$ cat config.mk
export PLATFORM = sky130hd
export DESIGN_NAME = spi_slave_flat
export DESIGN_NICKNAME = d
export VERILOG_FILES = /design/src/rtl/spi_slave_if.sv /design/src/rtl/spi_slave.sv /design/src/flat_wrapper.sv
export SDC_FILE = /design/constraint.sdc
export NUM_CORES = 1
export LEC_CHECK = 0
export ABC_CLOCK_PERIOD_IN_PS = 2000
export CAP_MARGIN = 20
export CORE_MARGIN = 2
export CORE_UTILIZATION = 30
export CTS_BUF_LIST = sky130_fd_sc_hd__clkbuf_16
export DETAILED_ROUTE_END_ITERATION = 10
export PLACE_DENSITY_LB_ADDON = 0.12
export SLEW_MARGIN = 5
export SYNTH_ARGS = -nofsm -noshare
export SYNTH_HDL_FRONTEND = slang
export SYNTH_SLANG_ARGS = --single-unit
$ cat constraint.sdc
create_clock -name clk -period 2 [get_ports clk]
set_input_delay 0.2 -clock clk [delete_from_list [all_inputs] [get_ports clk]]
set_output_delay 0.2 -clock clk [all_outputs]
set_load 0.05 [all_outputs]
$ cat src/rtl/spi_slave_if.sv
// spi_slave_if: bundles the SPI pad signals and the core-side byte interface
// of spi_slave.
//   SCK, SS, MOSI : serial clock, active-low select and data from the master
//   MISO          : serial data back to the master
//   DATA          : byte to transmit (core side)
//   MODE          : {CPOL, CPHA}
//   OUT           : last complete received byte
//   DONE          : one-clk pulse when OUT updates
// Modports: slave (the spi_slave endpoint), master (pads plus core driver).
interface spi_slave_if;
  localparam int unsigned WORD_W = 8;
  localparam int unsigned MODE_W = 2;

  logic              SCK;
  logic              SS;
  logic              MOSI;
  logic              MISO;
  logic [WORD_W-1:0] DATA;
  logic [MODE_W-1:0] MODE;
  logic [WORD_W-1:0] OUT;
  logic              DONE;

  modport slave (
    input  SCK, SS, MOSI, DATA, MODE,
    output MISO, OUT, DONE
  );

  modport master (
    output SCK, SS, MOSI, DATA, MODE,
    input  MISO, OUT, DONE
  );
endinterface

$ cat src/rtl/spi_slave.sv
// spi_slave: oversampled SPI slave endpoint, 8-bit words, MSB first, all four
// SPI modes. SCK/SS/MOSI are synchronised into clk; every state change happens
// on clk. Multiple bytes per selection are supported.
// Ports:
//   clk  : system clock
//   rst  : synchronous active-high reset
//   bus  : spi_slave_if.slave (SCK, SS, MOSI in; MISO out; DATA, MODE in;
//          OUT, DONE out)
module spi_slave (
  input  logic        clk,
  input  logic        rst,
  spi_slave_if.slave  bus
);
  localparam int unsigned WORD_W = 8;
  localparam int unsigned CNT_W  = 3;
  localparam int unsigned MODE_W = 2;

  typedef enum logic [1:0] {
    ST_WAIT_IDLE,  // after reset: wait for a settled SS high
    ST_IDLE,       // deselected: wait for SS fall
    ST_ACTIVE      // selected: process SCK edges
  } state_t;

  // Synchroniser and edge-detect registers
  logic sck_s1, sck_s2, sck_s3;
  logic ss_s1, ss_s2, ss_s3;
  logic mosi_s1, mosi_s2;

  // Datapath and control state
  state_t              state_q, state_d;
  logic [CNT_W-1:0]    cnt_q, cnt_d;
  logic [WORD_W-1:0]   tx_q, tx_d;
  logic [WORD_W-1:0]   rx_q, rx_d;
  logic [WORD_W-1:0]   out_q, out_d;
  logic [MODE_W-1:0]   mode_q, mode_d;
  logic                miso_q, miso_d;
  logic                done_q, done_d;

  // Edge strobes derived from the synchronised pins
  logic sck_rise, sck_fall, ss_fall, ss_rise;
  logic lead_edge, trail_edge, sample_edge, shift_edge;
  logic cpol, cpha;

  // Two-stage synchronisers plus a third stage for edge detection
  always_ff @(posedge clk) begin
    if (rst) begin
      sck_s1  <= 1'b0;
      sck_s2  <= 1'b0;
      sck_s3  <= 1'b0;
      ss_s1   <= 1'b0;
      ss_s2   <= 1'b0;
      ss_s3   <= 1'b0;
      mosi_s1 <= 1'b0;
      mosi_s2 <= 1'b0;
    end else begin
      sck_s1  <= bus.SCK;
      sck_s2  <= sck_s1;
      sck_s3  <= sck_s2;
      ss_s1   <= bus.SS;
      ss_s2   <= ss_s1;
      ss_s3   <= ss_s2;
      mosi_s1 <= bus.MOSI;
      mosi_s2 <= mosi_s1;
    end
  end

  assign sck_rise = sck_s2 & ~sck_s3;
  assign sck_fall = ~sck_s2 & sck_s3;
  assign ss_fall  = ~ss_s2 & ss_s3;
  assign ss_rise  = ss_s2 & ~ss_s3;

  // Mode is taken from the latch, stable for the whole selection
  assign cpol        = mode_q[1];
  assign cpha        = mode_q[0];
  assign lead_edge   = cpol ? sck_fall : sck_rise;
  assign trail_edge  = cpol ? sck_rise : sck_fall;
  assign sample_edge = cpha ? trail_edge : lead_edge;
  assign shift_edge  = cpha ? lead_edge : trail_edge;

  // State and output registers
  always_ff @(posedge clk) begin
    if (rst) begin
      state_q <= ST_WAIT_IDLE;
      cnt_q   <= '0;
      tx_q    <= '0;
      rx_q    <= '0;
      out_q   <= '0;
      mode_q  <= '0;
      miso_q  <= 1'b0;
      done_q  <= 1'b0;
    end else begin
      state_q <= state_d;
      cnt_q   <= cnt_d;
      tx_q    <= tx_d;
      rx_q    <= rx_d;
      out_q   <= out_d;
      mode_q  <= mode_d;
      miso_q  <= miso_d;
      done_q  <= done_d;
    end
  end

  // Next-state and datapath logic
  always_comb begin
    state_d = state_q;
    cnt_d   = cnt_q;
    tx_d    = tx_q;
    rx_d    = rx_q;
    out_d   = out_q;
    mode_d  = mode_q;
    miso_d  = miso_q;
    done_d  = 1'b0;

    unique case (state_q)
      ST_WAIT_IDLE: begin
        cnt_d  = '0;
        miso_d = 1'b0;
        if (ss_s2) begin
          state_d = ST_IDLE;
        end
      end

      ST_IDLE: begin
        cnt_d  = '0;
        miso_d = 1'b0;
        if (ss_fall) begin
          state_d = ST_ACTIVE;
          mode_d  = bus.MODE;
          // CPHA=0 must present bit 7 before the first leading edge
          if (!bus.MODE[0]) begin
            tx_d   = bus.DATA;
            miso_d = bus.DATA[WORD_W-1];
          end
        end
      end

      ST_ACTIVE: begin
        if (sample_edge) begin
          rx_d = {rx_q[WORD_W-2:0], mosi_s2};
          if (cnt_q == CNT_W'(WORD_W - 1)) begin
            cnt_d  = '0;
            out_d  = {rx_q[WORD_W-2:0], mosi_s2};
            done_d = 1'b1;
          end else begin
            cnt_d = cnt_q + CNT_W'(1);
          end
        end

        if (shift_edge) begin
          if (!cpha) begin
            // Counter at zero here means a byte just finished: fetch the next
            if (cnt_q != '0) begin
              tx_d   = tx_q << 1;
              miso_d = tx_q[WORD_W-2];
            end else begin
              tx_d   = bus.DATA;
              miso_d = bus.DATA[WORD_W-1];
            end
          end else begin
            if (cnt_q == '0) begin
              tx_d   = bus.DATA << 1;
              miso_d = bus.DATA[WORD_W-1];
            end else begin
              tx_d   = tx_q << 1;
              miso_d = tx_q[WORD_W-1];
            end
          end
        end

        // Deselect drops any partial byte; a byte completing this cycle stands
        if (ss_rise) begin
          state_d = ST_IDLE;
          cnt_d   = '0;
          miso_d  = 1'b0;
        end
      end

      default: begin
        state_d = ST_WAIT_IDLE;
      end
    endcase
  end

  assign bus.MISO = miso_q;
  assign bus.OUT  = out_q;
  assign bus.DONE = done_q;

endmodule

$ cat src/flat_wrapper.sv
// flat-port wrapper written by rule: the top's interface ports become plain ports
module spi_slave_flat 
  (clk, rst, bus_SCK, bus_SS, bus_MOSI, bus_DATA, bus_MODE, bus_MISO, bus_OUT, bus_DONE);
  spi_slave_if bus_i ();
  input  logic clk;
  input  logic rst;
  input wire logic [$bits(bus_i.SCK)-1:0] bus_SCK;
  input wire logic [$bits(bus_i.SS)-1:0] bus_SS;
  input wire logic [$bits(bus_i.MOSI)-1:0] bus_MOSI;
  input wire logic [$bits(bus_i.DATA)-1:0] bus_DATA;
  input wire logic [$bits(bus_i.MODE)-1:0] bus_MODE;
  output wire logic [$bits(bus_i.MISO)-1:0] bus_MISO;
  output wire logic [$bits(bus_i.OUT)-1:0] bus_OUT;
  output wire logic [$bits(bus_i.DONE)-1:0] bus_DONE;
  assign bus_i.SCK = bus_SCK;
  assign bus_i.SS = bus_SS;
  assign bus_i.MOSI = bus_MOSI;
  assign bus_i.DATA = bus_DATA;
  assign bus_i.MODE = bus_MODE;
  assign bus_MISO = bus_i.MISO;
  assign bus_OUT = bus_i.OUT;
  assign bus_DONE = bus_i.DONE;
  spi_slave u_core (.clk(clk), .rst(rst), .bus(bus_i));
endmodule
==> summary.txt, run 1 <==
Hold path
  – Worst hold path type: reg -> reg
  – Worst Hold Launch: u_core.ss_s1$_SDFF_PP0_

Clock network
  – CTS Hold Bufs: 0
  – CTS tree: done
  – CTS Buf Count: 5
  – Clock Tree Root: clkbuf_16
  – CTS Buffer Depth: 2
  – Clock sinks: 40
  – CTS clk-pin slew, worst paths: 60 ps
  – Skew-Pair Late Insertion Delay: 280 ps
  – CTS H-Tree Depth: 2

Global route
  – Gr busiest metal: met2
  – Met2 GRT Util: 17.9%
  – GRT met3 Usage: 3.78%
  – Largest net degree at the start of global routing: 41
  – M1 GR Usage: 13.1%
  – Grt ovf: 0
  – All-layer global routing usage: 11.0%
  – Vias in the first global route: 1232
  – Initial antenna violation count: 0
  – First-pass GRT wire length: 5540 um

Layout
  – Post-route core utilization: 39.5%
  – Share of cells above drive strength 1: 9.39%
  – Fin area: 0.00231 sq mm
  – Filler Cell Count: 584
  – Number of antenna diodes: 0
  – Storage cell area: 801 sq um
  – Area delta synth->final: 28.8%
  – Area of the multi-input gates: 925 sq um
  – Final #Nets: 234

Logic synthesis
  – Most frequent cell after synthesis: dfxtp_1
  – Simple-gate share of the synthesized area: 16.7%
  – Synth Area in XOR/XNOR: 0.907%
  – Mux contribution to synthesized area: 16.5%
  – Syn Nets: 206
  – Largest family of logic cells by synthesized area: simple AND/OR/NAND/NOR gates
  – Fraction of the mapped netlist area in adder cells: 4.88%
  – Compound-cell area share of the yosys netlist: 12.4%
  – Async S/R FF share, synth: 0%
  – Synth area leaders: dfxtp_1 45%, mux2i_1 16%, nor2_1 6.1%
  – Warnings from Yosys: 0
  – Syn Inst Count: 184
  – Top FF cell, synth: dfxtp_1
  – Unique masters post-synth: 32
  – EDFF count, synth: 0
  – Post-synthesis sequential area ratio: 44.6%
  – Share of the synthesized area in the top cell type: 44.6%
  – Flop and latch count out of synthesis: 40
  – Cell area after synthesis: 0.00179 sq mm
  – Area leader, netlist: dfxtp_1
  – Synth top cells by count: 40 x dfxtp_1, 29 x nor2_1, 28 x mux2i_1, 12 x nor2b_1
  – Synth Area per Inst: 9.75 sq um

Critical path
  – Worst Setup Start Kind: register
  – Critical path launch point: u_core.state_q[1]$_SDFFE_PP0P_
  – Path depth of the worst reg2reg path: 8
  – Worst R2R End: u_core.tx_q[7]$_SDFFE_PP0P_
  – CP endpoint kind: register
  – RR Startpoint: u_core.state_q[1]$_SDFFE_PP0P_
  – CP arrival: 2010 ps
  – Worst EP required: 2160 ps
  – Kind of critical path: reg -> reg
  – CP Capture Point: u_core.tx_q[7]$_SDFFE_PP0P_
  – Setup slack, reg-to-reg: 140 ps
  – Max Fanout on Critical Path: 9

Routing
  – Drt total wl: 3410 um
  – DRC viols: 0
  – Wire per inst: 11.8 um
  – Routed vias: 1382
  – Starting DRT DRC Count: 47
  – Detailed Routing Iterations Pass 1: 4
  – Via/cell ratio: 4.80
  – Antenna Nets Post-Route: 0

Run status
  – Status: complete, no violations

Pwr
  – P_leak: 0.000964 uW
  – Max VDD drop: 0.334 mV
  – PwrDens: 800 mW/mm^2
  – Total power: 1850 uW

Timing
  – Final WS setup: 144 ps
  – Fmax: 539 MHz
  – WHS: 433 ps
  – Crit path time final: 1860 ps
  – Final hold violation count: 0
  – Clk_skew: 2.87 ps
  – Slew @ Worst Pin: 493 ps
  – Relative slew slack: 67.0%
  – Final Max Slew Viols: 0
  – Final period utilization: 92.8%
  – Setup-failing EPs final: 0

Die
  – Initial Utilization: 30.7%
  – Die width: 81.3 um
  – Die Area: 0.00662 sq mm
  – I/O Pins: 25
  – Die Ht: 81.3 um
  – Core area: 0.00585 sq mm
  – Row cnt: 28

Placement
  – Dpl ws: 64.0 ps
  – DP Wirelength: 2340 um
  – Dpl cell area: 0.00212 sq mm
  – PortBufs: 24
  – GPL Wtd Cong: 0.744

Run
  – Max-cap violations: 0
[how the worst min path moves through the flow]
| stage | end | slack, ps | depth (start not counted) |
|---|---|---|---|
| global placement | u_core.sck_s2$_SDFF_PP0_ | 420 | 1 |
| finish | u_core.ss_s2$_SDFF_PP0_ | 430 | 1 |
| detailed placement | u_core.ss_s2$_SDFF_PP0_ | 420 | 1 |
| global route | u_core.ss_s2$_SDFF_PP0_ | 460 | 1 |
| CTS | u_core.ss_s2$_SDFF_PP0_ | 440 | 1 |
| floorplan | u_core.mosi_s1$_SDFF_PP0_ | 330 | 1 |
[critical path, stage by stage (launching register included)]
cell      delay (ps)
dfxtp_1          350
inv_1            100
ha_1             230
nor4bb_1         360
a21oi_1          130
a21oi_4          170
buf_12           150
mux2i_1          200
nor2_1            50
[kinds of logic after synthesis]
kind of cell	Yosys count
muxes	29
xor gates and xnor gates	1
and+or+nand+nor	60
AOI/OAI and AO/OA	30
buffers and inverters	17
DFF	40
adders and majority gates	7
[per-stage QoR]
stage / setup TNS, ps / instances
6_report: 0 / 288
5_1_grt: -20.4 / 288
4_1_cts: 0 / 287
3_5_place_dp: 0 / 279
3_3_place_gp: 0 / 279
2_1_floorplan: 0 / 184
[metal layers]
metal | share of wire (%) | routed length [um]
met1 | 46 | 1580
met2 | 47 | 1600
met3 | 5.0 | 170
met4 | 1.6 | 55
met5 | 0 | 0
[registers in the layout, summed over array words and instances (netlist names), 2 cells and up]
name	flops
u_core.mode_q	2
u_core.rx_q	7
u_core.state_q	2
u_core.tx_q	8
u_core.cnt_q	3
u_core.bus.OUT	8
[cell type report]
cell class,count,area share (%)
Tap cell,75,4.06
Clock inverter,3,1.68
Clock buffer,5,5.41
Multi-Input combinational cell,127,40.0
Timing Repair Buffer,30,12.9
Inverter,8,1.30
Sequential cell,40,34.7
[what timing repair did]
| item | 4_1_cts | 5_1_grt |
|---|---|---|
| endpoints found under the hold margin | 0 | 0 |
| endpoints found under the setup margin | 0 | 8 |
| gates resized for setup | 0 | 1 |
| buffers inserted | 0 | 1 |
[layout by cell type, fill, tap and decap left out, types with 2 or more instances in the layout]
master | netlist | layout
a2bb2oi_1 | 7 | 7
ha_1 | 7 | 7
nand3_1 | 2 | 2
dfxtp_1 | 40 | 40
inv_1 | 8 | 9
o21ai_0 | 2 | 2
buf_4 | 2 | 5
clkbuf_16 | 0 | 5
nand2_1 | 3 | 3
nor3_1 | 2 | 2
nand2b_1 | 4 | 4
nand3b_1 | 2 | 2
a21oi_1 | 7 | 7
o22ai_1 | 8 | 8
mux2i_1 | 28 | 28
nor2_1 | 29 | 29
nor2b_1 | 12 | 11
clkdlybuf4s50_1 | 0 | 24
[power by group]
part           switching, uW  total (uW)  internal, uW
combinational           65.4         139          73.5
sequential              10.3         821           811
clock                    308         889           581
No activity file was read; power rests on OpenSTA's default activity.
==> run 2: changes to the inputs <==
CAP_MARGIN = default   (was 20)
CORE_ASPECT_RATIO = 0.8   (was default)
==> summary.txt, run 2 (same netlist as run 1, synthesis figures left out) <==
Timing
  – Final Max Slew Viols: 0 (unchanged)
  – Unrepaired setup endpoints after global routing: false
  – Fmax: 538 MHz (-0.17%)
  – Setup-failing EPs final: 0 (unchanged)
  – Fin Setup TNS: 0 ps (unchanged)
  – Crit path time final: 1860 ps (+3.20 ps)
  – WHS: 437 ps (+4.13 ps)
  – Clk_skew: 2.82 ps (-0.0488 ps)
  – Relative slew slack: 66.9% (-0.11 points)
  – Slew @ Worst Pin: 495 ps (+1.67 ps)
  – Final hold violation count: 0 (unchanged)
  – Final WS setup: 141 ps (-3.20 ps)
  – Final period utilization: 93.0% (+0.16 points)

Global route
  – First-pass GRT wire length: 5900 um (+6.5%)
  – Vias in the first global route: 1289 (+4.6%)
  – All-layer global routing usage: 11.1% (+0.070 points)
  – Largest net degree at the start of global routing: 41 (unchanged)
  – Initial antenna violation count: 0 (unchanged)
  – Grt ovf: 0 (unchanged)

Routing
  – Starting DRT DRC Count: 54 (+15%)
  – Antenna Nets Post-Route: 0 (unchanged)
  – Detailed Routing Iterations Pass 1: 4 (unchanged)
  – Drt total wl: 3450 um (+1.2%)
  – Routed vias: 1346 (-2.6%)
  – DRC viols: 0 (unchanged)
  – Via/cell ratio: 4.56 (-4.9%)
  – Wire per inst: 11.7 um (-1.2%)

Placement
  – DP Wirelength: 2420 um (+3.5%)
  – Dpl ws: 52.2 ps (-11.8 ps)
  – Dpl cell area: 0.00214 sq mm (+0.71%)
  – PortBufs: 24 (unchanged)
  – GPL Wtd Cong: 0.787 (+5.7%)

Die
  – Die Ht: 73.2 um (-10%)
  – Initial Utilization: 30.7% (about the same)
  – Core area: 0.00585 sq mm (about the same)
  – Die Area: 0.00662 sq mm (about the same)
  – Row cnt: 25 (-11%)
  – Die width: 90.5 um (+11%)
  – I/O Pins: 25 (unchanged)

Layout
  – Area delta synth->final: 29.6%
  – Most common cell after layout, fill and taps aside: dfxtp_1
  – Share of cells above drive strength 1: 9.81% (+0.42 points)
  – Most frequent cells in the layout: 40 x dfxtp_1, 29 x nor2_1, 28 x mux2i_1
  – Fin area: 0.00233 sq mm (+0.65%)
  – Number of antenna diodes: 0 (unchanged)
  – Final #Nets: 235 (+0.43%)

Critical path
  – Kind of critical path: reg -> reg
  – Critical path depth: 8 (unchanged)
  – Worst EP required: 2150 ps (about the same)
  – CP arrival: 2010 ps (about the same)
  – CP max-delay cell: nor4bb_1
  – Max Fanout on Critical Path: 9 (unchanged)
  – Crit-path leading delay family: simple AND/OR/NAND/NOR gates
  – CP endpoint kind: register
  – Worst path cell trace: inv_1 > ha_1 > nor4bb_1 > a21oi_1 > a21oi_4 > buf_12 > mux2i_1 > nor2_1
  – Path depth of the worst reg2reg path: 8 (unchanged)
  – Setup slack, reg-to-reg: 140 ps (about the same)
  – CP Capture Point: u_core.tx_q[3]$_SDFFE_PP0P_
  – RR Startpoint: u_core.state_q[1]$_SDFFE_PP0P_
  – Worst Setup Start Kind: register
  – Worst Path Buf+Inv: 2 (unchanged)
  – CP peak stage delay: 380 ps (+20 ps)
  – Worst R2R End: u_core.tx_q[3]$_SDFFE_PP0P_
  – Critical path launch point: u_core.state_q[1]$_SDFFE_PP0P_

Pwr
  – Max VDD drop: 0.397 mV (+19%)
  – Total power: 1830 uW (-0.94%)
  – P_leak: 0.000969 uW (+0.57%)
  – PwrDens: 788 mW/mm^2 (-1.6%)

Clock network
  – CTS Hold Bufs: 0 (unchanged)
  – CTS H-Tree Depth: 2 (unchanged)
  – Clock Tree Root: clkbuf_16
  – Clock sinks: 40 (unchanged)
  – CTS clk-pin slew, worst paths: 60 ps (about the same)
  – CTS tree: done
  – CTS Buf Count: 5 (unchanged)
  – CTS Buffer Depth: 2 (unchanged)
  – Skew-Pair Late Insertion Delay: 270 ps (about the same)

Run status
  – Status: complete, no violations

Run
  – Max-cap violations: 0 (unchanged)

Hold path
  – Worst hold path type: reg -> reg
==> run 2: metal layers <==
| metal | global-route usage [%] | share of wire [%] | up-vias | wire, um |
|---|---|---|---|---|
| met5 | 0 | 0 | - | 0 |
| met4 | 3.42 | 0.17 | 0 | 6 |
| met3 | 3.72 | 5.0 | 2 | 172 |
| met2 | 18.5 | 46 | 26 | 1570 |
| met1 | 13.8 | 49 | 626 | 1690 |
| li1 | - | - | 692 | - |
==> run 2: stage by stage <==
stage / instances / utilization [%]
after floorplan: 184 / -
after global placement: 286 / 36.6
after detailed placement: 286 / 36.6
after CTS: 294 / 39.4
after global routing: 295 / 39.8
final: 295 / 39.8
==> run 2: worst min path at each step <==
stage	startpoint	to	cells after the start
after global routing	u_core.mosi_s1$_SDFF_PP0_	u_core.mosi_s2$_SDFF_PP0_	1
final	u_core.ss_s1$_SDFF_PP0_	u_core.ss_s2$_SDFF_PP0_	1
after global placement	u_core.sck_s1$_SDFF_PP0_	u_core.sck_s2$_SDFF_PP0_	1
after detailed placement	u_core.ss_s1$_SDFF_PP0_	u_core.ss_s2$_SDFF_PP0_	1
after floorplan	bus_MOSI	u_core.mosi_s1$_SDFF_PP0_	1
after CTS	u_core.ss_s1$_SDFF_PP0_	u_core.ss_s2$_SDFF_PP0_	1
==> run 2: report_power, final <==
| part | switching, uW | internal [uW] |
|---|---|---|
| logic | 63.4 | 73.3 |
| clock network | 294 | 581 |
| registers | 9.50 | 811 |
==> run 2: area by class of cell <==
type,count,area [sq um]
Clock buffer,5,125
Clock inverter,3,38.8
Fill cell,584,3520
Inverter,8,30.0
Multi-Input combinational cell,127,925
Sequential cell,40,801
Tap cell,81,101
Timing Repair Buffer,31,305
==> run 2: worst reg2reg max path: stages (launching register included) <==
cell and delay (ps):
dfxtp_1 350, inv_1 100, ha_1 230, nor4bb_1 380
a21oi_1 130, a21oi_4 160, buf_12 150, mux2i_1 190
nor2_1 50
==> run 2: repair_timing <==
action | CTS | global route
setup buffers | 0 | 1
gates resized for setup | 0 | 1
setup endpoints to repair | 0 | 9
==> run 3: changes to the inputs <==
ABC_CLOCK_PERIOD_IN_PS = 1500   (was 2000)
CTS_CLUSTER_SIZE = 10   (was default)
clock period = 1.5 ns   (was 2 ns; I/O delays follow)
==> summary.txt, run 3 (same netlist as run 1, synthesis figures left out) <==
Timing
  – Crit path time final: 1520 ps (-336 ps)
  – Clk_skew: 2.17 ps (-0.658 ps)
  – Final Max Slew Viols: 0 (unchanged)
  – Unrepaired setup endpoints after global routing: true
  – Final WS setup: -23.8 ps (-164 ps)
  – Final hold violation count: 0 (unchanged)
  – Relative slew slack: 78.3% (+11 points)
  – Setup-failing EPs final: 7 (+7)
  – Final period utilization: 102% (+8.6 points)
  – Slew @ Worst Pin: 324 ps (-170 ps)
  – Fmax: 656 MHz (+22%)

Critical path
  – Worst R2R End: u_core.cnt_q[1]$_SDFFE_PP0P_
  – Crit-path leading delay family: simple AND/OR/NAND/NOR gates
  – Setup slack, reg-to-reg: -20 ps (-160 ps)
  – Kind of critical path: reg -> reg
  – Path depth of the worst reg2reg path: 5 (-3)
  – CP Capture Point: u_core.cnt_q[1]$_SDFFE_PP0P_
  – Worst Path Buf+Inv: 0 (-2)
  – Worst Setup Start Kind: register
  – CP endpoint kind: register
  – Worst EP required: 1710 ps (-440 ps)
  – CP arrival: 1730 ps (-280 ps)
  – RR Startpoint: u_core.mode_q[1]$_SDFFE_PP0P_
  – Max Fanout on Critical Path: 4 (-5)
  – CP max-delay cell: or4_1
  – Worst path cell trace: xor2_4 > mux2_4 > o21bai_4 > or4_1 > a21oi_1
  – Critical path launch point: u_core.mode_q[1]$_SDFFE_PP0P_
  – CP peak stage delay: 410 ps (+30 ps)
  – Critical path depth: 5 (-3)

Routing
  – Antenna Nets Post-Route: 0 (unchanged)
  – Via/cell ratio: 4.68 (+2.5%)
  – Drt total wl: 3730 um (+8.1%)
  – DRC viols: 0 (unchanged)
  – Routed vias: 1455 (+8.1%)
  – Starting DRT DRC Count: 27 (-50%)
  – Detailed Routing Iterations Pass 1: 4 (unchanged)
  – Wire per inst: 12.0 um (+2.6%)

Clock network
  – CTS H-Tree Depth: 2 (unchanged)
  – CTS clk-pin slew, worst paths: 60 ps (about the same)
  – CTS Buf Count: 5 (unchanged)
  – CTS Hold Bufs: 0 (unchanged)
  – Clock Tree Root: clkbuf_16
  – CTS Buffer Depth: 2 (unchanged)
  – Clock sinks: 40 (unchanged)
  – CTS tree: done
  – Skew-Pair Late Insertion Delay: 270 ps (about the same)

Placement
  – DP Wirelength: 2580 um (+6.3%)
  – Dpl ws: -218 ps (-270 ps)
  – PortBufs: 24 (unchanged)
  – GPL Wtd Cong: 0.781 (-0.72%)

Global route
  – Largest net degree at the start of global routing: 41 (unchanged)
  – Initial antenna violation count: 0 (unchanged)
  – All-layer global routing usage: 12.0% (+0.85 points)
  – Grt ovf: 0 (unchanged)
  – Vias in the first global route: 1355 (+5.1%)
  – First-pass GRT wire length: 6270 um (+6.3%)

Pwr
  – Max VDD drop: 0.543 mV (+37%)
  – PwrDens: 911 mW/mm^2 (+16%)
  – Clk pwr share: 42.2% (-5.5 points)
  – Seq pwr share: 46.3% (+1.5 points)
  – Total power: 2370 uW (+29%)
  – Power share of the combinational group: 11.4% (+3.9 points)
  – Sw Ratio: 22.4% (+2.4 points)
  – P_leak: 0.00109 uW (+13%)
  – Sw Pwr: 529 uW (+44%)
  – Pint: 1840 uW (+25%)

Layout
  – Area delta synth->final: 44.7%
  – Final #Nets: 251 (+6.8%)
  – Most frequent cells in the layout: 36 x dfxtp_1, 30 x buf_4, 29 x nor2_1
  – Share of cells above drive strength 1: 30.9% (+21 points)
  – Most common cell after layout, fill and taps aside: dfxtp_1
  – Number of antenna diodes: 0 (unchanged)

Die
  – Row cnt: 25 (unchanged)
  – Die Ht: 73.2 um (unchanged)
  – Core area: 0.00585 sq mm (unchanged)
  – Initial Utilization: 30.7% (unchanged)
  – Die width: 90.5 um (unchanged)
  – I/O Pins: 25 (unchanged)
  – Die Area: 0.00662 sq mm (unchanged)

Hold path
  – Worst hold path type: in -> reg
  – Worst Hold Launch: bus_MOSI

Run status
  – Status: complete, but fails checks
  – Violated checks: setup timing

Run
  – Max-cap violations: 0 (unchanged)
-- run 3: changes by cell type in the layout (fill, tap and decap cells not counted), sizes merged --
cell           before  now
clkdlybuf4s50      24   14
buf                 7   33
inv                 9    8
bufinv              1    0
clkinv              1    3
-- run 3: stage by stage --
step	setup TNS, ps	hold slack [ps]	cell area (sq um)	cells	utilization [%]
5_1_grt	-1550	428	2600	311	44.4
2_1_floorplan	-9.87	278	1860	184	-
3_5_place_dp	-3230	426	2280	297	39.0
4_1_cts	-717	422	2470	306	42.2
3_3_place_gp	-2430	418	2280	297	39.0
6_report	-85.0	425	2600	311	44.4
-- run 3: how the worst min path moves through the flow --
stage	slack [ps]	endpoint	cells past startpoint
2_1_floorplan	280	u_core.mosi_s1$_SDFF_PP0_	1
3_3_place_gp	420	u_core.sck_s2$_SDFF_PP0_	1
3_5_place_dp	430	u_core.mosi_s2$_SDFF_PP0_	1
4_1_cts	420	u_core.mosi_s1$_SDFF_PP0_	2
5_1_grt	430	u_core.mosi_s1$_SDFF_PP0_	2
6_report	430	u_core.mosi_s1$_SDFF_PP0_	2
-- run 3: power groups by stage --
stage               Clock [uW]  Combinational, uW  Sequential, uW
CTS                       1030                252            1100
detailed placement           0                234            1120
floorplan                    0                128            1120
finish                     999                270            1100
global placement             0                228            1120
global route              1100                292            1100
-- run 3: routing by layer --
metal | routed length, um | GRT usage (%) | vias to the layer above | part of all wire (%)
met3 | 182 | 3.62 | 7 | 4.9
met4 | 56 | 5.30 | 0 | 1.5
met2 | 1750 | 19.8 | 34 | 47
li1 | - | - | 729 | -
met1 | 1730 | 14.5 | 685 | 47
met5 | 0 | 0 | - | 0
-- run 3: layout make-up --
class	instances	area, sq um
Multi-Input combinational cell	127	1080
Tap cell	81	101
Timing Repair Buffer	47	425
Clock inverter	3	13.8
Inverter	8	32.5
Clock buffer	5	125
Sequential cell	40	816
Fill cell	578	3250
-- run 3: worst register-to-register path: cells and delay by family (launching register included) --
kind                      cells  cell delay (ps)
and+or+nand+nor               1              410
DFF                           1              360
muxes                         1              280
AOI/OAI and AO/OA             2              230
xor gates and xnor gates      1              180
-- run 3: timing repair --
action	4_1_cts	5_1_grt
gates resized for setup	13	17
buffers inserted	1	5
endpoints found under the setup margin	30	26
pin swaps	4	5
